===== config.mk =====
export PLATFORM = sky130hd
export DESIGN_NAME = double_trouble_sweeper
export DESIGN_NICKNAME = d
export VERILOG_FILES = /design/src/rtl/double_trouble_sweeper.sv
export SDC_FILE = /design/constraint.sdc
export NUM_CORES = 1
export LEC_CHECK = 0
export ABC_AREA = 1
export CORE_MARGIN = 5
export CORE_UTILIZATION = 53
export DETAILED_ROUTE_END_ITERATION = 7
export PLACE_DENSITY = 0.79
export RECOVER_POWER = 100
export SKIP_LAST_GASP = 1
export SYNTH_ARGS = -nofsm -noshare
export SYNTH_HDL_FRONTEND = slang
export SYNTH_SLANG_ARGS = --single-unit

===== constraint.sdc =====
create_clock -name clk -period 2 [get_ports clk]
set_input_delay 0.5 -clock clk [delete_from_list [all_inputs] [get_ports clk]]
set_output_delay 0.5 -clock clk [all_outputs]
set_load 0.01 [all_outputs]

===== src/rtl/double_trouble_sweeper.sv =====
// In-hardware stimulus/check engine for the 4-input "at least N of 4" block.
// Sweeps {d,c,b,a} over 0..15, samples out_in, and reports pass/fail results.
//
// Ports:
//   clk, rst        clock, asynchronous active-high reset
//   start           begin a sweep (only honoured in IDLE)
//   out_in          response from the block under test
//   a, b, c, d      stimulus bits 0..3
//   busy, done      sweep in progress / one-cycle completion pulse
//   pass            last sweep had no mismatches
//   err_count       mismatching vectors (0..16)
//   first_err_idx   first mismatching vector (0 when none)
//   mismatch_map    bit i set when vector i mismatched
module double_trouble_sweeper #(
    parameter int THRESHOLD     = 2,
    parameter int SETTLE_CYCLES = 1
) (
    input  logic        clk,
    input  logic        rst,
    input  logic        start,
    input  logic        out_in,
    output logic        a,
    output logic        b,
    output logic        c,
    output logic        d,
    output logic        busy,
    output logic        done,
    output logic        pass,
    output logic [4:0]  err_count,
    output logic [3:0]  first_err_idx,
    output logic [15:0] mismatch_map
);

    typedef enum logic [2:0] {
        S_IDLE,
        S_DRIVE,
        S_WAIT,
        S_SAMPLE,
        S_DONE
    } state_t;

    // WAIT lasts exactly SETTLE_CYCLES cycles: load N-1, leave on zero.
    localparam logic [3:0] WAIT_LOAD =
        4'((SETTLE_CYCLES > 0) ? (SETTLE_CYCLES - 1) : 0);
    localparam logic [2:0] TH = 3'(THRESHOLD);

    state_t     state;
    logic [3:0] idx;
    logic [3:0] wcnt;
    logic [2:0] ones;
    logic       expected;
    logic       miss;

    assign ones = 3'(idx[0]) + 3'(idx[1]) + 3'(idx[2]) + 3'(idx[3]);
    assign expected = (ones >= TH);
    assign miss = (out_in != expected);

    always_ff @(posedge clk or posedge rst) begin
        if (rst) begin
            state         <= S_IDLE;
            idx           <= 4'd0;
            wcnt          <= 4'd0;
            {d, c, b, a}  <= 4'd0;
            busy          <= 1'b0;
            done          <= 1'b0;
            pass          <= 1'b0;
            err_count     <= 5'd0;
            first_err_idx <= 4'd0;
            mismatch_map  <= 16'd0;
        end else begin
            done <= 1'b0;
            unique case (state)
                S_IDLE: begin
                    {d, c, b, a} <= 4'd0;
                    busy         <= 1'b0;
                    if (start) begin
                        idx           <= 4'd0;
                        err_count     <= 5'd0;
                        first_err_idx <= 4'd0;
                        mismatch_map  <= 16'd0;
                        pass          <= 1'b0;
                        busy          <= 1'b1;
                        state         <= S_DRIVE;
                    end
                end
                S_DRIVE: begin
                    {d, c, b, a} <= idx;
                    wcnt         <= WAIT_LOAD;
                    state        <= (SETTLE_CYCLES > 0) ? S_WAIT : S_SAMPLE;
                end
                S_WAIT: begin
                    if (wcnt == 4'd0) begin
                        state <= S_SAMPLE;
                    end else begin
                        wcnt <= wcnt - 4'd1;
                    end
                end
                S_SAMPLE: begin
                    if (miss) begin
                        err_count         <= err_count + 5'd1;
                        mismatch_map[idx] <= 1'b1;
                        if (err_count == 5'd0) begin
                            first_err_idx <= idx;
                        end
                    end
                    // Vector 15 ends the sweep; idx never wraps into DRIVE.
                    if (idx == 4'd15) begin
                        busy  <= 1'b0;
                        done  <= 1'b1;
                        state <= S_DONE;
                    end else begin
                        idx   <= idx + 4'd1;
                        state <= S_DRIVE;
                    end
                end
                S_DONE: begin
                    pass         <= (err_count == 5'd0);
                    {d, c, b, a} <= 4'd0;
                    state        <= S_IDLE;
                end
                default: begin
                    state <= S_IDLE;
                end
            endcase
        end
    end

endmodule


==> results.tsv <==
stage	metric	value	unit
detailed_routing	length_of_the_first_detailed_routing_pass_in_iterations	4	
yosys	adder_cell_share_of_the_synthesized_area	0.0494	
yosys	synthDistinctLibCells	26	
setup_path	worstPathBufferInverterCount	1	
grt	grt_util_met3	0.0459	
worst_hold_path	holdCritStartpoint	first_err_idx[2]	
yosys	syn_area_per_cell	8.34	sq um
layout	flow.area_growth_from_synthesis	22.2	%
clock_network	cts_tree	done	
setup_path	worstPathCellList	dlygate4sd3_1	
sta	period_share	0.945	
detailed_routing	detail-route-antenna-nets	0	
setup_path	reg2reg_slack	190	ps
setup_path	critical_path_arrival	1390	ps
grt	top_usage_layer	met2	
yosys	combinational_family_with_the_most_area_after_synthesis	simple AND/OR/NAND/NOR gates	
power_and_ir_drop	power_leakage	1.32	nW
setup_path	max_stage_delay	640	ps
layout	mostFrequentLayoutCell	sky130_fd_sc_hd__nand2_1	
die	die_w	74.1	um
grt	largest_net_degree_at_the_start_of_global_routing	44	
setup_path	regToRegEndpoint	mismatch_map[6]	
clock_network	clock_sink_total	43	
yosys	synthSimpleGateAreaFrac	0.255	
clock_network	cts_htree_levels	2	
setup_path	cp-end-kind	output pin	
yosys	synth.net_count	273	
clock_network	clkSlewWorstSetupHoldPaths	70	ps
detailed_routing	route.detailed.vias_per_inst	5.28	
sta	worst_slew_margin_rel	0.311	
sta	setup_viol	0	
setup_path	crit_required	1500	ps
setup_path	rr_startpoint	idx[0]	
yosys	postSynthRegisterBits	43	
clock_network	postCtsHoldBufs	0	
sta	maxSlewViolCount	0	
die	core	4000	sq um
yosys	synth_compound_gate_area_share	0.123	
layout	utilization	0.665	
layout	drive_above_1_share	0.0600	
sta	final.setup_skew	2.75	ps
yosys	post_synth_xor_area_fraction	0.0121	
die	floorplan.die_area	5490	sq um
power_and_ir_drop	vdd_drop_max	0.463	mV
grt	groute.usage.overall	0.187	
power_and_ir_drop	powerDensity	1180	nW/um^2
clock_network	clk-insertion-delay-late	290	ps
detailed_routing	route.final.wire_length	4.56	mm
yosys	synthMuxAreaShare	0	
clock_network	cts-root-to-sink-buffers	2	
setup_path	critical_path.slowest_cell	sky130_fd_sc_hd__dlygate4sd3_1	
setup_path	count_of_cells_along_the_worst_register_to_register_path	8	
sta	finalSetupTns	0	ps
run	maxCapViolations	0	
yosys	synthCells	261	
grt	groute.layer.met1.usage	0.252	
yosys	seq_area_frac_synth	0.494	
layout	filler_cell_count	348	
grt	grt_first_pass_wirelength	7.98	mm
worst_hold_path	hold-path-cell-count	2	
yosys	synthesis.area	2180	sq um
place	globalplace.congestion	0.881	
clock_network	cts_bufs_inserted	5	
layout	n_antenna_cell	0	
clock_network	cts.root.buffer_cell	sky130_fd_sc_hd__clkbuf_8	
run_status	run_status	finished, final reports clean	
setup_path	setup.worst_path.class	reg -> out	
grt	grtUsageMet2	0.302	
die	i_o_pins	36	
place	dp.final_hpwl	3.32	mm
grt	grt-ovfl-total	0	
setup_path	worst-path-stages	1	
grt	grt_pass1_vias	1783	
sta	finalWorstPathRequiredPeriod	1890	ps
die	die_h	74.1	um
worst_hold_path	worst_hold_path_endpoint	first_err_idx[2]	
yosys	yosysWarningCount	0	
setup_path	critPathTopFamily	buffers and inverters	
setup_path	timing.critical_path.from_type	flip-flop	
sta	maxClockFrequency	529	MHz
detailed_routing	drt_first_iter_violations	106	
grt	initial_antenna_violation_count	0	
sta	unrepaired_setup_endpoints_after_global_routing	no	
sta	worstMarginPinSlew	1030	ps
clock_network	cts_post_setup_buffers_inserted	0	
detailed_routing	vias	1848	
layout	final_cell_mix	58 x sky130_fd_sc_hd__nand2_1, 47 x sky130_fd_sc_hd__o21ai_0, 43 x sky130_fd_sc_hd__dfrtp_1, 33 x sky130_fd_sc_hd__dlygate4sd3_1, 27 x sky130_fd_sc_hd__nor2_1	
sta	finalHoldViolations	0	
place	io_buffers	35	
detailed_routing	remaining_drc_errors	0	
detailed_routing	wl_per_cell	13.0	um
worst_hold_path	hp-class	reg -> reg	
layout	fin_nets	313	
die	rows	23	
die	floorplan.initialDensity	0.544	
setup_path	critical_path_peak_fanout	8	
==> metal layers <==
metal | part of all wire | routed length (um) | up-vias
met4 | 0.012 | 55 | 0
met3 | 0.052 | 235 | 5
met2 | 0.46 | 2070 | 46
met1 | 0.48 | 2190 | 860
li1 | - | - | 937
met5 | 0 | 0 | -
==> worst register-to-register path: cells and delay by family (launching register included) <==
family / cells / cell delay, ps
adder cells (fa/ha/maj): 1 / 550
AO/OA/AOI/OAI: 1 / 80
AND/OR/NAND/NOR: 6 / 630
flip-flops: 1 / 440
==> cells by family after synthesis <==
family                   Yosys count
adder cells (fa/ha/maj)            8
AO/OA/AOI/OAI                     52
XOR/XNOR                           3
buffers and inverters             33
flip-flops                        43
AND/OR/NAND/NOR                  122
==> through the flow <==
step                hold WS (ps)  power (mW)  area [sq um]  setup WS (ps)  std cells
global route                 503        3.38          2660           12.3        350
floorplan                    460        2.23          2180            218        261
global placement             456        2.63          2600            176        344
detailed placement           461        2.68          2600            127        344
CTS                          479        3.18          2670            111        350
finish                       471        3.13          2660            111        350
==> how the worst max path moves through the flow <==
stage                       startpoint               to  slack [ps]
after global routing            idx[0]  mismatch_map[2]          10
after CTS                       idx[0]  mismatch_map[9]         110
final                     err_count[2]     err_count[2]         110
after global placement          idx[0]  mismatch_map[9]         180
after detailed placement        idx[0]  mismatch_map[0]         130
after floorplan                 idx[0]     err_count[0]         220
==> state kept, by name, indices dropped and copies added, names as in the netlist <==
signal and flops:
idx 4, a 1, wcnt 4, first_err_idx 4, err_count 5, pass 1, mismatch_map 16, done 1
c 1, b 1, d 1, busy 1, state 3
==> power by group <==
group          total, mW  internal [mW]  switching, mW
logic               1.41          0.499          0.907
registers           1.22           1.05          0.170
clock network      0.495          0.233          0.262
total               3.13           1.79           1.34
==> synth_stat cells, drive strengths merged <==
master	n	share of area
clkbuf	4	0.0080
o21ai	47	0.11
a21oi	2	0.0046
fa	1	0.0092
or2	1	0.0029
inv	25	0.043
nor2	28	0.052
xor2	3	0.012
nor3	1	0.0023
nand4	6	0.017
nand3	25	0.068
dfrtp	43	0.49
o31ai	2	0.0069
ha	7	0.040
o211ai	1	0.0034
nand2	61	0.11
buf	4	0.015
==> final cells by class <==
class                           count  area, sq um  share of cell area
Clock buffer                        6         72.6              0.0273
Inverter                           25         93.8              0.0353
Multi-Input combinational cell    185          966               0.363
Sequential cell                    43         1080               0.405
Tap cell                           50         62.6              0.0235
Timing Repair Buffer               41          389               0.146
==> timing repair <==
item                                    CTS  global route
endpoints found under the hold margin     0             0
endpoints found under the setup margin    0            20
resized for setup                         0             1
(Power assumes the default switching activity.)
